[config.mk]
export PLATFORM = sky130hd
export DESIGN_NAME = pool_ctrl
export DESIGN_NICKNAME = d
export VERILOG_FILES = /design/src/rtl/pool_ctrl.sv
export SDC_FILE = /design/constraint.sdc
export NUM_CORES = 1
export LEC_CHECK = 0
export CAP_MARGIN = 20
export CORE_MARGIN = 2
export CORE_UTILIZATION = 45
export DETAILED_ROUTE_END_ITERATION = 8
export GPL_TIMING_DRIVEN = 0
export HOLD_SLACK_MARGIN = 0.06
export PLACE_DENSITY = 0.68
export SLEW_MARGIN = 15
export SYNTH_ARGS = -nofsm -noshare
export SYNTH_HDL_FRONTEND = slang
export SYNTH_SLANG_ARGS = --single-unit
[constraint.sdc]
create_clock -name clk -period 4.1 [get_ports clk]
set_input_delay 0.82 -clock clk [delete_from_list [all_inputs] [get_ports clk]]
set_output_delay 0.82 -clock clk [all_outputs]
set_load 0.01 [all_outputs]
[src/rtl/pool_ctrl.sv]
// pool_ctrl - sequencer for the 2x2 / stride-2 max-pool datapath (pool_max4).
//
// Walks a multi-channel square feature map and issues one window read per
// cycle. It drives the pool unit's out_en and produces the dense write
// address and strobe for each pooled pixel. It sits between the layer
// scheduler (start/done) and the feature buffers.
//
// Parameters
//   SIZE_W  width of in_size (input map side, pixels)
//   CHAN_W  width of n_chan (channel count)
//   ADDR_W  width of read/write addresses (wraps modulo 2^ADDR_W)
//
// Ports
//   clk          clock
//   xrst         asynchronous active-low reset
//   start        one-cycle launch pulse, sampled only while idle
//   in_size      input map side S; LSB ignored (S' = S & ~1)
//   n_chan       channel count C
//   rd_en        window read strobe to the feature buffer
//   rd_addr      top-left pixel of the window (buffer fetches +0,+1,+S',+S'+1)
//   pool_en      out_en of pool_max4
//   wr_en        pooled pixel valid at pool_max4 pixel_out
//   wr_addr      dense output map address
//   busy         high from the cycle after start up to and including done
//   done         one-cycle completion pulse
//   perf_cycles  (POOL_PERF_EN only) cycles from start accepted to done
//
// Optional feature: define POOL_PERF_EN to add the perf_cycles counter.

`timescale 1ns/1ps

module pool_ctrl #(
  parameter int SIZE_W = 8,
  parameter int CHAN_W = 10,
  parameter int ADDR_W = 16
) (
  input  logic              clk,
  input  logic              xrst,
  input  logic              start,
  input  logic [SIZE_W-1:0] in_size,
  input  logic [CHAN_W-1:0] n_chan,
  output logic              rd_en,
  output logic [ADDR_W-1:0] rd_addr,
  output logic              pool_en,
  output logic              wr_en,
  output logic [ADDR_W-1:0] wr_addr,
  output logic              busy,
`ifdef POOL_PERF_EN
  output logic              done,
  output logic [31:0]       perf_cycles
`else
  output logic              done
`endif
);

  typedef enum logic [1:0] {S_IDLE, S_POOL, S_DRAIN, S_DONE} state_t;

  state_t state, nxt_state;

  logic [SIZE_W-1:0] s_even;
  logic [SIZE_W-1:0] half_in;
  logic              degen;
  logic              start_ok;

  logic [SIZE_W-1:0] half_q;
  logic [CHAN_W-1:0] chan_q;
  logic [ADDR_W-1:0] row_step_q;

  logic [SIZE_W-1:0] col;
  logic [SIZE_W-1:0] row;
  logic [CHAN_W-1:0] chan_cnt;
  logic              col_last;
  logic              row_last;
  logic              chan_last;
  logic              win_last;

  logic [ADDR_W-1:0] rd_addr_q;
  logic [ADDR_W-1:0] wr_addr_q;
  logic              v1, v2, v3;

  assign s_even   = in_size & ~SIZE_W'(1);
  assign half_in  = s_even >> 1;
  assign degen    = (half_in == '0) || (n_chan == '0);
  assign start_ok = (state == S_IDLE) && start;

  assign col_last  = (col == half_q - SIZE_W'(1));
  assign row_last  = (row == half_q - SIZE_W'(1));
  assign chan_last = (chan_cnt == chan_q - CHAN_W'(1));
  assign win_last  = col_last && row_last && chan_last;

  always_ff @(posedge clk or negedge xrst) begin
    if (!xrst) state <= S_IDLE;
    else       state <= nxt_state;
  end

  // A degenerate launch passes through S_DRAIN for one cycle. The pipe is
  // already empty, so it reaches S_DONE in cycle 2, just like a run with no
  // windows would.
  always_comb begin
    nxt_state = state;
    case (state)
      S_IDLE:  if (start) nxt_state = degen ? S_DRAIN : S_POOL;
      S_POOL:  if (win_last) nxt_state = S_DRAIN;
      S_DRAIN: if (!v1 && !v2) nxt_state = S_DONE;
      S_DONE:  nxt_state = S_IDLE;
      default: nxt_state = S_IDLE;
    endcase
  end

  always_comb begin
    rd_en   = (state == S_POOL);
    busy    = (state != S_IDLE);
    done    = (state == S_DONE);
    pool_en = v2;
    wr_en   = v3;
    rd_addr = rd_addr_q;
    wr_addr = wr_addr_q;
  end

  // The row-end step 2+S' is computed once at launch, so the walk needs only
  // one adder. The same step carries the last window of a channel onto the
  // origin of the next channel (S'^2).
  always_ff @(posedge clk or negedge xrst) begin
    if (!xrst) begin
      half_q     <= '0;
      chan_q     <= '0;
      row_step_q <= '0;
      col        <= '0;
      row        <= '0;
      chan_cnt   <= '0;
      rd_addr_q  <= '0;
      wr_addr_q  <= '0;
      v1         <= 1'b0;
      v2         <= 1'b0;
      v3         <= 1'b0;
    end else begin
      v1 <= rd_en;
      v2 <= v1;
      v3 <= v2;
      if (start_ok) begin
        half_q     <= half_in;
        chan_q     <= n_chan;
        row_step_q <= ADDR_W'(s_even) + ADDR_W'(2);
        col        <= '0;
        row        <= '0;
        chan_cnt   <= '0;
        rd_addr_q  <= '0;
        wr_addr_q  <= '0;
      end else begin
        if (state == S_POOL) begin
          if (col_last) begin
            col       <= '0;
            rd_addr_q <= rd_addr_q + row_step_q;
            if (row_last) begin
              row      <= '0;
              chan_cnt <= chan_cnt + CHAN_W'(1);
            end else begin
              row <= row + SIZE_W'(1);
            end
          end else begin
            col       <= col + SIZE_W'(1);
            rd_addr_q <= rd_addr_q + ADDR_W'(2);
          end
        end
        if (v3) wr_addr_q <= wr_addr_q + ADDR_W'(1);
      end
    end
  end

`ifdef POOL_PERF_EN
  // Loading 1 on launch counts the start cycle itself. The counter then
  // advances through the done cycle and saturates at all-ones.
  always_ff @(posedge clk or negedge xrst) begin
    if (!xrst) begin
      perf_cycles <= '0;
    end else if (start_ok) begin
      perf_cycles <= 32'd1;
    end else if ((state != S_IDLE) && (perf_cycles != '1)) begin
      perf_cycles <= perf_cycles + 32'd1;
    end
  end
`endif

endmodule

After elaboration in Yosys (flattened, before gate mapping) --
Index checks and enable logic that the tools add are counted.
Word-level totals: output and inout bits 37, input port bits 21, word-level logic and storage cells 69, register bits after elaboration 96
Cells by class: reductions and logical operators 18, multiplexer cells 21, equality and inequality tests 9, add/subtract/negate cells 9
Operators by type and width (count):
- 16-bit 2-to-1 mux | 5
- 8-bit 2-to-1 mux | 7
- 10-bit 2-to-1 mux | 4
- 16-bit by 1-bit adder with 16-bit output (second input constant) | 1
- 16-bit adder | 1
- 16-bit by 2-bit adder with 16-bit output (second input constant) | 1
- 8-bit by 1-bit adder with 8-bit output (second input constant) | 2
- 8-bit == test | 2
- 10-bit by 1-bit adder with 10-bit output (second input constant) | 1
- 10-bit == test | 1
- 10-bit logical NOT | 1
- 2-bit nonzero test | 5
- 10-bit by 1-bit subtractor with 10-bit output (second input constant) | 1
- 8-bit by 2-bit adder with 9-bit output (second input constant) | 1
- 8-bit logical NOT | 1
- 2-bit 2-to-1 mux | 4
- 2-bit case mux with 4 select lines | 1
- 7-bit by 1-bit subtractor with 8-bit output (second input constant) | 1
- 3-bit AND reduction | 2
- 2-bit == test (second input constant) | 2
- 1-bit logical AND | 4
- 2-bit != test (second input constant) | 2
- 2-bit by 1-bit == test with 1-bit output (second input constant) | 1
- 1-bit logical NOT | 2
- other kinds (4) | 4

Depth between registers and ports, before layout --
Gate-level depths: netlist of the first run.
depth in word-level cells 6, mapped depth 17, gate-level depth less buffers 16

Least setup slack after synthesis of the first run --
Ideal clock, no wire load.
kind register to register, from register half_q[0], to register rd_addr_q[13] (netlist: rd_addr[13]), clock period less this slack 4.543 ns, library setup time 0.132 ns, path buffers 1, cell stages (with the launch flop) 18, arrival time 4.411 ns, data required time 3.968 ns, path slack -0.443 ns, path through dfrtp_1 > inv_1 > ha_1 > or4b_4 > a2111oi_2 > a311oi_2 > nor4_4 > clkbuf_1 > nand2b_1 > ha_1 > fa_1 > a21o_1 > a21oi_1 > o21bai_1 > a2111oi_0 > nor3_1 > xnor2_1 > nor2_1
Between the ends: word-level cells in the longest chain between the ends 5
RTL lines:
- start, declared | line 65 | logic [SIZE_W-1:0] half_q;
- start signal, assigned | line 141 | half_q <= half_in;
- 7-bit by 1-bit subtractor with 8-bit output | line 86 | assign col_last = (col == half_q - SIZE_W'(1));
- 8-bit == test | line 86
- 16-bit 2-to-1 mux | line 151 | if (col_last) begin
- 16-bit 2-to-1 mux | line 150 | if (state == S_POOL) begin
- 16-bit 2-to-1 mux | line 140 | if (start_ok) begin
- end signal, assigned | line 153 | rd_addr_q <= rd_addr_q + row_step_q;
- end signal, assigned | line 162 | rd_addr_q <= rd_addr_q + ADDR_W'(2);
- end, declared | line 77 | logic [ADDR_W-1:0] rd_addr_q;
No other way between the ends. The select of a mux whose other input is x is not followed. A chain may end at the register's enable or synchronous reset.

Final worst setup path of the first run --
from register half_q[2], to register rd_addr_q[5] (netlist: rd_addr[5])
The elaborated chain is that of the path after synthesis.

==> flow_summary.ini, run 1 <==
[global_route]
track_usage = 0.222
grt_pass1_vias = 4630
grt.overflow.total = 0
grt_first_pass_wirelength_um = 22500
grt_max_degree = 50
antenna_found_initial = 0

[synth]
synth_xor_area_frac = 0.118
yosysSeqAreaShare = 0.407
netlist_area_um2 = 5350
ys_ff_latch = 87
netlist_instances = 579
synth_edf_count = 0
synth_top_family_by_area = simple AND/OR/NAND/NOR gates
synth-adder-area-share = 0.0528
yosysUniqueCellTypes = 66
synth_ff_type = dfrtp_1
yosysWarningCount = 0
synth-simple-area-share = 0.238
synth_compound_area_frac = 0.116
syn_avg_cell_area_um2 = 9.25
async_flop_share = 1.00
synth_fp_nets = 622
synth_mux_area_frac = 0.0266

[die]
row_count = 39
start_util = 0.465
die_h_um = 113
io_pins = 58
core_um2 = 11500
die_w_um = 113
dieArea_um2 = 12800

[sta]
setup_viol = 0
rsz0062_at_grt = yes
whs_ns = 0.388
slew_viol_final = 0
relSlewSlack = 0.437
fin_skew_ns = 0.00884
tightestPinTransition_ns = 0.837
period_share = 0.993
period_minus_slack_ns = 4.07
clock.fmax_ghz = 0.246
hold_viol_final = 0

[layout]
areaGrowthSynthToFinish_pct = 27.0
diodes = 0
final_cell_area_um2 = 6800
drive_gt1_frac = 0.136
fin_cells = 817
num-fill-cells = 999
final_cell_mix = dfrtp_1, nand2_1, clkdlybuf4s50_1, nor2_1, o21ai_0
layout_commonest_cell = dfrtp_1
fin_util = 0.590
nNetsFinal = 712

[min_path]
hold_class = reg2reg

[clock_tree]
clk_pin_slew_ns = 0.07
h-tree-depth = 3
root_buffer = clkbuf_16
cts_tree = done
cts_hold_buf = 0
cts_sinks = 87
clockBufferDepth = 2
clock_latency_ns = 0.35
numCtsBuffers = 9

[route]
vias = 4597
drt_first_pass_iters = 9
antenna_left = 0
drt-wirelength-per-cell_um = 16.6
first_iter_violations = 231
drc = 5
vias_per_cell = 5.63
drt_wl_total_um = 13500

[outcome]
failed_checks = DRC
status = finished with violations

[placed_design]
port_buffers = 55
dp_cells = 778
dpl.hpwl_um = 9490
globalplace.congestion = 0.925
placed_area_um2 = 6120

[power]
ir_drop_mv = 0.318
power.total_uw = 4040
pwr_density_cell_nw_per_um2 = 595
leakagePower_uw = 0.00296

[setup_path]
cp.arrival_ns = 4.29
crit_type = reg2reg
cp_max_fo = 5
cp-end-kind = flip-flop
cp_data_required_time_ns = 4.32
start_kind = flip-flop

[run]
drv_cap = 0
-- cells by family (layout without fill, tap and decap cells) --
kind of cell,Yosys count,in the layout
AO/OA/AOI/OAI,100,100
multiplexers,14,14
flip-flops,87,87
other,1,1
XOR/XNOR,64,64
adder cells (fa/ha/maj),22,22
buffers and inverters,48,143
AND/OR/NAND/NOR,243,243
-- what timing repair did --
| item | in CTS | in global routing |
|---|---|---|
| pin swaps | 13 | 11 |
| gates resized for setup | 28 | 15 |
| setup endpoints to repair | 11 | 9 |
| setup buffers | 15 | 9 |
-- final timing paths --
kind                            startpoint     endpoint  slack, ns  cells after the start
max in group asynchronous             xrst  chan_cnt[0]       3.03                      2
min in group asynchronous             xrst   rd_addr[7]       0.44                      1
worst max-delay path             half_q[2]   rd_addr[5]       0.03                     22
worst min-delay path                    v1      pool_en       0.39                      0
worst min register to register          v1      pool_en       0.39                      0
worst max register to register   half_q[2]   rd_addr[5]       0.03                     22
-- per-layer routing --
layer / wire length (um) / share of wire / vias up / global-route usage
met5: 0 / 0 / - / 0
met4: 388 / 0.029 / 0 / 0.105
met3: 607 / 0.045 / 29 / 0.0321
met2: 6710 / 0.50 / 131 / 0.370
met1: 5820 / 0.43 / 2231 / 0.287
li1: - / - / 2206 / -
-- area by class of cell --
class | instances | area, um^2 | area share
repair buffers | 80 | 778 | 0.114
well taps | 143 | 179 | 0.0263
clock buffers | 10 | 229 | 0.0337
clock inverters | 6 | 61.3 | 0.00902
flip-flops and latches | 87 | 2180 | 0.320
plain buffers | 25 | 135 | 0.0199
inverters | 22 | 82.6 | 0.0121
multi-input cells | 444 | 3160 | 0.464
-- per-stage QoR --
step	TNS (ns)	setup WS, ns
floorplan	0	0.0298
global placement	-94.29	-1.04
detailed placement	-5.61	-0.744
CTS	-0.0811	-0.0350
global route	-0.338	-0.0992
finish	0	0.0295
-- flip-flops by register name, indices dropped and copies added, names as in the netlist --
name,count
row_step_q,8
col,8
wr_addr,16
v1,1
chan_q,10
row,8
state,2
half_q,7
wr_en,1
rd_addr,15
pool_en,1
chan_cnt,10
-- Yosys cell counts (6+ instances only) --
cell type | count | share of area
a21oi_1 | 30 | 0.028
and2_1 | 9 | 0.011
and3_1 | 15 | 0.018
buf_1 | 6 | 0.0042
clkbuf_1 | 13 | 0.0091
dfrtp_1 | 87 | 0.41
ha_1 | 21 | 0.049
inv_1 | 22 | 0.015
mux2i_1 | 12 | 0.022
nand2_1 | 83 | 0.058
nand3_1 | 16 | 0.015
nand4_1 | 7 | 0.0082
nor2_1 | 47 | 0.033
nor3_1 | 10 | 0.0093
nor4_1 | 7 | 0.0082
o21ai_0 | 37 | 0.035
or3_1 | 10 | 0.012
xnor2_1 | 36 | 0.059
xor2_1 | 23 | 0.038
-- power by group --
part,internal [uW],switching [uW],leakage (uW)
logic,920,1020,0.00166
registers,1060,228,0.00116
clock network,470,346,0.000142
total,2450,1590,0.00296
-- worst max-delay path, stage by stage (launching register included) --
cell and delay, ns:
dfrtp_1 0.37, buf_6 0.13, or4_4 0.52, buf_6 0.15, nor2_4 0.11, xnor3_2 0.30
nor4_4 0.32, buf_6 0.17, nand2b_4 0.06, ha_4 0.16, fa_2 0.37, a21o_1 0.18
a21oi_2 0.19, buf_4 0.15, buf_6 0.08, buf_6 0.08, buf_4 0.09, buf_4 0.09
buf_4 0.09, buf_6 0.09, xnor2_2 0.05, mux2i_1 0.13, nor2_1 0.06
Note: power is estimated with default switching activity, not from simulation.
==> run 2: changes to the inputs <==
--- a/config.mk
+++ b/config.mk
@@ -10,7 +10,6 @@
 export CORE_UTILIZATION = 45
 export DETAILED_ROUTE_END_ITERATION = 8
 export GPL_TIMING_DRIVEN = 0
-export HOLD_SLACK_MARGIN = 0.06
 export PLACE_DENSITY = 0.68
 export SLEW_MARGIN = 15
 export SYNTH_ARGS = -nofsm -noshare
==> results of run 2 <==
Final layout, timing and power as in run 1 (identical DEF).
==> run 3: changes to the inputs <==
--- a/config.mk
+++ b/config.mk
@@ -11,6 +11,7 @@
 export DETAILED_ROUTE_END_ITERATION = 8
 export GPL_TIMING_DRIVEN = 0
 export PLACE_DENSITY = 0.68
+export RECOVER_POWER = 50
 export SLEW_MARGIN = 15
 export SYNTH_ARGS = -nofsm -noshare
 export SYNTH_HDL_FRONTEND = slang
==> run 3 against run 2 <==
- the flow finishes with violations (DRC, capacitance limit, slew limit)
- sequential cell count unchanged
- first-iteration DRC count is 1.7% lower
- critical path depth did not move
- global-route usage is the same
- register-to-register slack is essentially flat
- critical path type unchanged
- highest routed layer unchanged
==> flow_summary.ini, run 3 (synthesis gave the netlist of run 1 again) <==
[setup_path]
crit_family = buffers and inverters
cp_max_fo = 5
reg2reg_from = half_q[2]
critPathBufInv = 10
crit_type = reg2reg
crit_path_frequent_cell = buf_6
crit_path_top_delay_cell = or4_4
slowest_delay_ns = 0.52
cp_data_required_time_ns = 4.32
start_kind = flip-flop
crit_start = half_q[2]
cp_cell_sequence = buf_6 -> or4_4 -> buf_6 -> nor2_4 -> xnor3_2 -> nor4_4 -> buf_6 -> nand2b_4 -> ha_4 -> fa_2 -> a21o_1 -> a21oi_2 -> buf_4 -> buf_6 -> buf_6 -> buf_4 -> buf_4 -> buf_4 -> buf_6 -> xnor2_2 -> mux2i_1 -> nor2_1
cp-end-kind = flip-flop
cp.arrival_ns = 4.29

[placed_design]
dp_cells = 778
globalplace.congestion = 0.925
dpl.hpwl_um = 9490
port_buffers = 55
placed_area_um2 = 6120

[sta]
rsz0062_at_grt = yes
clock.fmax_ghz = 0.246
setup_viol = 0
period_share = 0.993
fin_skew_ns = 0.00979
final.setup.tns_ns = 0
slew_viol_final = 40
hold_viol_final = 0
period_minus_slack_ns = 4.07
tightestPinTransition_ns = 2.07
relSlewSlack = -0.383

[layout]
nNetsFinal = 712
layout_commonest_cell = dfrtp_1
areaGrowthSynthToFinish_pct = 26.5
diodes = 0
final_cell_mix = dfrtp_1, nand2_1, clkdlybuf4s50_1, nor2_1, o21ai_0
drive_gt1_frac = 0.135
fin_cells = 817
final_cell_area_um2 = 6770
largest_reg_flops = 16

[die]
start_util = 0.465
die_w_um = 113
core_um2 = 11500
io_pins = 58
dieArea_um2 = 12800
die_h_um = 113
row_count = 39

[clock_tree]
root_buffer = clkbuf_16
clk_pin_slew_ns = 0.07
numCtsBuffers = 9
h-tree-depth = 3
cts_sinks = 87
cts_tree = done
clock_latency_ns = 0.35
clockBufferDepth = 2

[route]
drt_first_pass_iters = 9
drc = 5
antenna_left = 0
vias = 4596
drt_wl_total_um = 13500
vias_per_cell = 5.63
drt-wirelength-per-cell_um = 16.6
first_iter_violations = 227

[power]
ir_drop_mv = 0.318
pwr_density_cell_nw_per_um2 = 597
power.total_uw = 4040
leakagePower_uw = 0.00297

[global_route]
grt_pass1_vias = 4630
grt_max_degree = 50
antenna_found_initial = 0
grt.overflow.total = 0
track_usage = 0.222
grt_first_pass_wirelength_um = 22500

[outcome]
status = finished with violations
failed_checks = DRC, capacitance limit, slew limit

[min_path]
hold_class = reg2reg
min_from = v1

[run]
drv_cap = 1
run 3: cell count changes in the layout (fill, tap and decap cells not counted):
cell,previous run,this run
clkdlybuf4s50_1,54,47
dlygate4sd3_1,0,7
buf_16,1,0
buf_4,21,20
clkbuf_1,13,14
clkbuf_2,0,1
run 3: area by class of cell:
class | instances | area, um^2
Multi-Input combinational cell | 444 | 3160
Sequential cell | 87 | 2180
Inverter | 22 | 82.6
Buffer | 25 | 135
Clock inverter | 6 | 61.3
Tap cell | 143 | 179
Clock buffer | 10 | 229
Timing Repair Buffer | 80 | 752
Fill cell | 1002 | 4740
run 3: worst paths after layout:
check | endpoint | depth (start not counted) | slack, ns
setup / recovery | rd_addr[5] | 22 | 0.03
min in group asynchronous | rd_addr[7] | 1 | 1.05
setup reg to reg | rd_addr[5] | 22 | 0.03
max in group asynchronous | half_q[0] | 2 | 0.86
hold reg to reg | pool_en | 0 | 0.39
hold / removal | pool_en | 0 | 0.39
run 3: worst reg2reg max path, delay by kind of cell, from the launching register on:
family	cells	cell delay, ns
DFF	1	0.37
and+or+nand+nor	5	1.07
AOI/OAI and AO/OA	2	0.38
buffers and inverters	10	1.12
xor gates and xnor gates	2	0.35
muxes	1	0.13
adders and majority gates	2	0.53
run 3: per-stage QoR:
stage                util  worst slack (ns)  hold slack, ns
floorplan               -            0.0298           0.349
global placement    0.529             -1.04           0.365
detailed placement  0.532            -0.744           0.369
CTS                 0.580           -0.0350           0.383
global route        0.588           -0.0992           0.398
finish              0.588            0.0271           0.388
run 3: what timing repair did:
action / 4_1_cts / 5_1_grt
setup buffers: 15 / 9
hold buffers: 0 / 0
endpoints found under the setup margin: 11 / 9
resized for setup: 28 / 15
hold endpoints to repair: 0 / 0
pin swaps: 13 / 11
run 3: power breakdown:
part | total [uW] | internal (uW) | switching, uW
clock network | 819 | 470 | 349
logic | 1940 | 916 | 1020
registers | 1290 | 1060 | 226
run 3: layer usage:
metal / wire length (um) / vias up / global-route usage
met5: 0 / - / 0
met4: 386 / 0 / 0.105
li1: - / 2204 / -
met2: 6720 / 129 / 0.370
met3: 647 / 28 / 0.0321
met1: 5790 / 2235 / 0.287
